==> src/rtl/count_display_pkg.sv <==
// Shared types and constants for the two-digit seven-segment driver.
// Segment patterns are active-low, ordered g,f,e,d,c,b,a.
package count_display_pkg;

  typedef enum logic [1:0] {
    ST_IDLE  = 2'd0,
    ST_SHIFT = 2'd1,
    ST_DONE  = 2'd2
  } state_t;

  localparam logic [6:0] SEG_0     = 7'h40;
  localparam logic [6:0] SEG_1     = 7'h79;
  localparam logic [6:0] SEG_2     = 7'h24;
  localparam logic [6:0] SEG_3     = 7'h30;
  localparam logic [6:0] SEG_4     = 7'h19;
  localparam logic [6:0] SEG_5     = 7'h12;
  localparam logic [6:0] SEG_6     = 7'h02;
  localparam logic [6:0] SEG_7     = 7'h78;
  localparam logic [6:0] SEG_8     = 7'h00;
  localparam logic [6:0] SEG_9     = 7'h10;
  localparam logic [6:0] SEG_BLANK = 7'h7F;

  localparam logic [1:0] AN_ONES = 2'b10;
  localparam logic [1:0] AN_TENS = 2'b01;
  localparam logic [1:0] AN_OFF  = 2'b11;

  // Double-dabble correction: nibbles >= 5 get +3 before the shift.
  function automatic logic [7:0] dd_adjust(
    input logic [7:0] b
  );
    logic [3:0] hi;
    logic [3:0] lo;
    hi = b[7:4];
    lo = b[3:0];
    if (hi >= 4'd5) hi = hi + 4'd3;
    if (lo >= 4'd5) lo = lo + 4'd3;
    return {hi, lo};
  endfunction

endpackage

==> src/rtl/count_display_seg7_decode.sv <==
// BCD digit to active-low seven-segment pattern.
// Non-decimal nibbles blank the digit.
module seg7_decode
  import count_display_pkg::*;
(
  input  logic [3:0] i_digit,
  output logic [6:0] o_seg
);

  always_comb begin
    o_seg = SEG_BLANK;
    case (i_digit)
      4'd0:    o_seg = SEG_0;
      4'd1:    o_seg = SEG_1;
      4'd2:    o_seg = SEG_2;
      4'd3:    o_seg = SEG_3;
      4'd4:    o_seg = SEG_4;
      4'd5:    o_seg = SEG_5;
      4'd6:    o_seg = SEG_6;
      4'd7:    o_seg = SEG_7;
      4'd8:    o_seg = SEG_8;
      4'd9:    o_seg = SEG_9;
      default: o_seg = SEG_BLANK;
    endcase
  end

endmodule

==> src/rtl/count_display.sv <==
// Two-digit multiplexed seven-segment driver for the counter value.
// COUNT_DISPLAY_LZ_BLANK_EN blanks a leading zero in the tens slot.
module count_display
  import count_display_pkg::*;
#(
  parameter int COUNT_W     = 5,
  parameter int REFRESH_DIV = 100000
) (
  input  logic               clk,
  input  logic               rst,
  input  logic [COUNT_W-1:0] count,
  output logic [1:0]         an,
  output logic [6:0]         seg,
  output logic               dp
);

  localparam int RW =
    (REFRESH_DIV > 2) ? $clog2(REFRESH_DIV) : 1;

  logic [COUNT_W-1:0] r_s1;
  logic [COUNT_W-1:0] r_s2;
  logic [COUNT_W-1:0] r_s3;
  logic [COUNT_W-1:0] r_last_val;
  logic [COUNT_W-1:0] r_sh;
  logic [7:0]         r_bcd;
  logic [2:0]         r_bit_cnt;
  state_t             r_state;
  logic [3:0]         r_tens;
  logic [3:0]         r_ones;
  logic [RW-1:0]      r_refresh_cnt;
  logic               r_digit_sel;
  logic [1:0]         r_an;
  logic [6:0]         r_seg;
  logic               r_dp;

  logic                 w_start;
  logic [7:0]           w_adj;
  logic [7+COUNT_W:0]   w_cat;
  logic [3:0]           w_digit;
  logic [6:0]           w_seg_dec;
  logic [6:0]           w_seg_next;

  // Accept only a sample that held across two clocks.
  assign w_start = (r_state == ST_IDLE)
                && (r_s2 == r_s3)
                && (r_s2 != r_last_val);

  assign w_adj = dd_adjust(r_bcd);
  assign w_cat = {w_adj, r_sh} << 1;

  always_ff @(posedge clk) begin
    if (!rst) begin
      r_s1       <= '0;
      r_s2       <= '0;
      r_s3       <= '0;
      r_last_val <= '0;
      r_sh       <= '0;
      r_bcd      <= '0;
      r_bit_cnt  <= '0;
      r_state    <= ST_IDLE;
      r_tens     <= '0;
      r_ones     <= '0;
    end else begin
      r_s1 <= count;
      r_s2 <= r_s1;
      r_s3 <= r_s2;
      unique case (r_state)
        ST_IDLE: begin
          if (w_start) begin
            r_sh       <= r_s2;
            r_bcd      <= '0;
            r_bit_cnt  <= '0;
            r_last_val <= r_s2;
            r_state    <= ST_SHIFT;
          end
        end
        ST_SHIFT: begin
          r_bcd     <= w_cat[7+COUNT_W:COUNT_W];
          r_sh      <= w_cat[COUNT_W-1:0];
          r_bit_cnt <= r_bit_cnt + 3'd1;
          if (r_bit_cnt == 3'(COUNT_W - 1))
            r_state <= ST_DONE;
        end
        ST_DONE: begin
          r_tens  <= r_bcd[7:4];
          r_ones  <= r_bcd[3:0];
          r_state <= ST_IDLE;
        end
        default: r_state <= ST_IDLE;
      endcase
    end
  end

  assign w_digit = r_digit_sel ? r_tens : r_ones;

  seg7_decode u_dec (
    .i_digit (w_digit),
    .o_seg   (w_seg_dec)
  );

`ifdef COUNT_DISPLAY_LZ_BLANK_EN
  assign w_seg_next =
    (r_digit_sel && (r_tens == 4'd0)) ? SEG_BLANK
                                      : w_seg_dec;
`else
  assign w_seg_next = w_seg_dec;
`endif

  // Anode and segments load together so no ghost cycle appears.
  always_ff @(posedge clk) begin
    if (!rst) begin
      r_refresh_cnt <= '0;
      r_digit_sel   <= 1'b0;
      r_an          <= AN_OFF;
      r_seg         <= SEG_BLANK;
      r_dp          <= 1'b1;
    end else begin
      if (r_refresh_cnt == RW'(REFRESH_DIV - 1)) begin
        r_refresh_cnt <= '0;
        r_digit_sel   <= ~r_digit_sel;
      end else begin
        r_refresh_cnt <= r_refresh_cnt + RW'(1);
      end
      r_an  <= r_digit_sel ? AN_TENS : AN_ONES;
      r_seg <= w_seg_next;
      r_dp  <= 1'b1;
    end
  end

  assign an  = r_an;
  assign seg = r_seg;
  assign dp  = r_dp;

endmodule

==> config.mk <==
export PLATFORM = sky130hd
export DESIGN_NAME = count_display
export DESIGN_NICKNAME = d
export VERILOG_FILES = /design/src/rtl/count_display_pkg.sv /design/src/rtl/count_display_seg7_decode.sv /design/src/rtl/count_display.sv
export SDC_FILE = /design/constraint.sdc
export NUM_CORES = 1
export LEC_CHECK = 0
export ABC_AREA = 1
export CAP_MARGIN = 0
export CORE_MARGIN = 2
export CORE_UTILIZATION = 25
export DETAILED_ROUTE_END_ITERATION = 12
export PLACE_DENSITY = 0.46
export SETUP_SLACK_MARGIN = 0.2
export SYNTH_ARGS = -nofsm -noshare
export SYNTH_HDL_FRONTEND = slang
export SYNTH_SLANG_ARGS = --single-unit
==> constraint.sdc <==
create_clock -name clk -period 2.6 [get_ports clk]
set_input_delay 0.39 -clock clk [delete_from_list [all_inputs] [get_ports clk]]
set_output_delay 0.39 -clock clk [all_outputs]
set_load 0.1 [all_outputs]
==> flow_summary.ini <==
[global_routing]
globalRouteOverflowTotal = 0
globalRouteTotalUtil_pct = 10.0
grt_pass1_vias = 2472
busiest_layer = met2
grt_antenna_before_repair = 0
pin_count_of_the_biggest_net_entering_global_routing = 29
global_route.usage.met2_pct = 16.5
met1_usage_pct = 12.5
gr-usage-met3_pct = 2.17
grt_pass1_wl_um = 11500

[die]
initial_utilization_pct = 25.8
floorplan.die.height_um = 119
std_cell_rows = 41
boundaryPins = 17
core_region_area_sq_um = 12700
die-width_um = 119
die-area_sq_um = 14000

[worst_setup_path]
r2r_slack_ns = 0.88
worst_path_most_repeated_cell = o21ai_0
cp_cell_sequence = inv_2 -> or2_2 -> o21a_1 -> ha_1 -> o21ai_0 -> inv_1 -> o21ai_0 -> nand2_1
cp.arrival_ns = 1.93
crit_path_max_fanout = 6
critical_path.n_buffers_inverters = 2
critPathMaxStageDelay_ns = 0.49
worst_ep_required_time_ns = 2.81
critical_path.startpoint_type = flip-flop
timing.critical_path.slowest_stage_cell = dfxtp_1
worst_r2r_startpoint = r_digit_sel$_SDFFE_PN0N_
r2r_end = seg[0]$_SDFF_PN1_
timing.critical_path.max_delay_family = flip-flops
timing.critical_path.to_type = flip-flop
worst_r2r_path_depth = 8
critPathKind = flip-flop to flip-flop

[pwr]
max-vdd-ir-drop_mv = 0.272
power.density_nw_per_um2 = 692
leakagePower_nw = 1.66

[min_path]
hold_path_depth = 2
min_path_type = flip-flop to flip-flop
worst_hold_startpoint = r_s1[3]$_SDFF_PN0_
whs_endpoint = r_s2[3]$_SDFF_PN0_

[synth]
synth.yosys.seq_area_share_pct = 44.6
ys.flop_type = dfxtp_1
async_reset_ff_share_pct = 0
synth_fp_nets = 458
synthDistinctLibCells = 38
synth_edf_count = 0
synthesis.yosys.warnings = 0
syn-mean-instance-area_sq_um = 7.47
syn_area_sq_um = 3280
synthCells = 439
synth_seq_cells = 73

[sta]
setup_ws_ns = 0.879
rsz_0062_raised_after_global_routing = no
timing.final.crit_share_pct = 66.2
final.setup_skew_ns = 0.00399
finalSetupViolCount = 0
totalNegativeSetupSlack_ns = 0
max_freq_mhz = 581
fin_worst_hold_slack_ns = 0.410
final_hold_vios = 0
final_period_minus_worst_setup_slack_ns = 1.72
slew_violations = 0

[placed_design]
dp_hpwl_um = 4570
place_area_sq_um = 3590
dpl_worst_slack_ns = 0.711
gp_congestion = 0.786
post-place-cells = 620
port_buffers = 15

[cts]
clk_path_buf_depth = 2
tritoncts = built
cts_resized = 0
level_count_of_the_clock_h_tree = 3
cts_sinks = 73
clock_transition_time_at_the_flip_flop_clock_pins_of_the_worst_setup_and_hold_paths_ns = 0.06
number_of_buffers_inserted_during_clock_tree_synthesis = 9
clock_insertion_delay_worst_skew_ns = 0.32
postCtsHoldBufs = 0
clk_root_buffer_cell = clkbuf_16
cts_setup_buffers = 0

[layout]
antenna_cells_inserted = 0
fillers = 1414
finish.instance_area_sq_um = 3910
final_layout_size_suffix_gt1_share_pct = 13.0
final_nets = 478
flow.area_growth_from_synthesis_pct = 19.4
final-instance-count-excl-fill = 635

[drt]
via_count = 2647
first_iter_violations = 174
drcViolationCount = 0
drt-wirelength-per-cell_um = 10.3
drtPass1Iterations = 4
final_antenna_net_count = 0
route.final.wire_length_um = 6510
detail_route.vias_per_cell = 4.17

[outcome]
run_status = finished clean

[flow_run]
cap_viol_max_count = 0
placed cells by master (no fill, tap or decap), drive strengths merged, types with 8 or more instances in the layout:
cell type / count
nand2: 127
dfxtp: 73
inv: 69
a21oi: 33
nor2: 30
o21ai: 27
nand3: 20
ha: 12
buf: 12
clkbuf: 11
nor3: 10
nand4: 8
synthesized netlist by cell type (2+ instances only):
cell,number,area share (%)
a21oi_1,29,4.4
a21oi_2,3,0.80
buf_4,2,0.46
clkbuf_1,5,0.57
clkinv_1,2,0.23
dfxtp_1,73,45
ha_1,12,4.6
inv_1,60,6.9
inv_2,8,0.92
nand2_1,123,14
nand2_2,2,0.38
nand2_4,2,0.69
nand3_1,16,2.4
nand3_2,4,1.2
nand4_1,8,1.5
nor2_1,25,2.9
nor2_2,4,0.76
nor3_1,6,0.92
nor3_2,3,0.92
nor4_1,2,0.38
o211ai_1,3,0.69
o21ai_0,25,3.8
or2_0,2,0.38
or2_1,2,0.38
or2_2,2,0.38
xnor2_1,2,0.53
xor2_1,3,0.80
sequential cells by signal, indices dropped and copies added (netlist names), 3 cells and up:
signal	cells
r_bcd	8
r_bit_cnt	3
r_last_val	5
r_ones	4
r_refresh_cnt	17
r_s1	5
r_s2	5
r_s3	5
r_sh	5
r_tens	4
seg	7
where the power goes:
part / switching, mW / internal [mW]
Combinational: 0.161 / 0.0598
Sequential: 0.0173 / 1.15
Clock: 0.459 / 0.864
Total: 0.637 / 2.07
worst max-delay path by stage:
stage	startpoint	endpoint	slack, ns	depth (start not counted)
after floorplan	r_digit_sel$_SDFFE_PN0N_	seg[0]$_SDFF_PN1_	1.11	8
after global placement	rst	r_bcd[2]$_SDFFE_PN0P_	0.71	5
after detailed placement	rst	r_bcd[6]$_SDFFE_PN0P_	0.71	5
after CTS	r_digit_sel$_SDFFE_PN0N_	seg[0]$_SDFF_PN1_	0.86	8
after global routing	r_digit_sel$_SDFFE_PN0N_	seg[4]$_SDFF_PN1_	0.75	8
final	r_digit_sel$_SDFFE_PN0N_	seg[0]$_SDFF_PN1_	0.88	8
cell type report:
| type | instances | area [sq um] | share of cell area (%) |
|---|---|---|---|
| Clock inverter | 4 | 76.3 | 1.95 |
| Sequential cell | 73 | 1460 | 37.4 |
| Multi-Input combinational cell | 286 | 1500 | 38.2 |
| Timing Repair Buffer | 18 | 150 | 3.84 |
| Clock buffer | 11 | 243 | 6.20 |
| Inverter | 71 | 272 | 6.94 |
| Tap cell | 172 | 215 | 5.50 |
per-stage QoR:
step / power, mW / utilization [%]
after floorplan: 1.36 / -
after global placement: 1.41 / 28.2
after detailed placement: 1.42 / 28.2
after CTS: 2.76 / 30.8
after global routing: 2.83 / 30.8
final: 2.71 / 30.8
per-layer routing:
metal  vias up  part of all wire (%)
li1       1418                     -
met3         7                   2.2
met2        23                    48
met5         -                     0
met1      1199                    48
met4         0                   1.6
worst reg2reg max path, delay by kind of cell (launching register included):
family	cells	cell delay, ns
buf+inv	2	0.19
compound gates	3	0.38
fa+ha+maj	1	0.19
flops	1	0.49
simple gates	2	0.35
cells by family after synthesis:
| group | after synthesis | share of synthesized area, % |
|---|---|---|
| and+or+nand+nor | 203 | 28.4 |
| buffers and inverters | 80 | 9.81 |
| DFF | 73 | 44.6 |
| AOI/OAI and AO/OA | 65 | 11.1 |
| adders and majority gates | 12 | 4.58 |
| xor gates and xnor gates | 5 | 1.34 |
| other | 1 | 0.114 |
(Power assumes the default switching activity.)
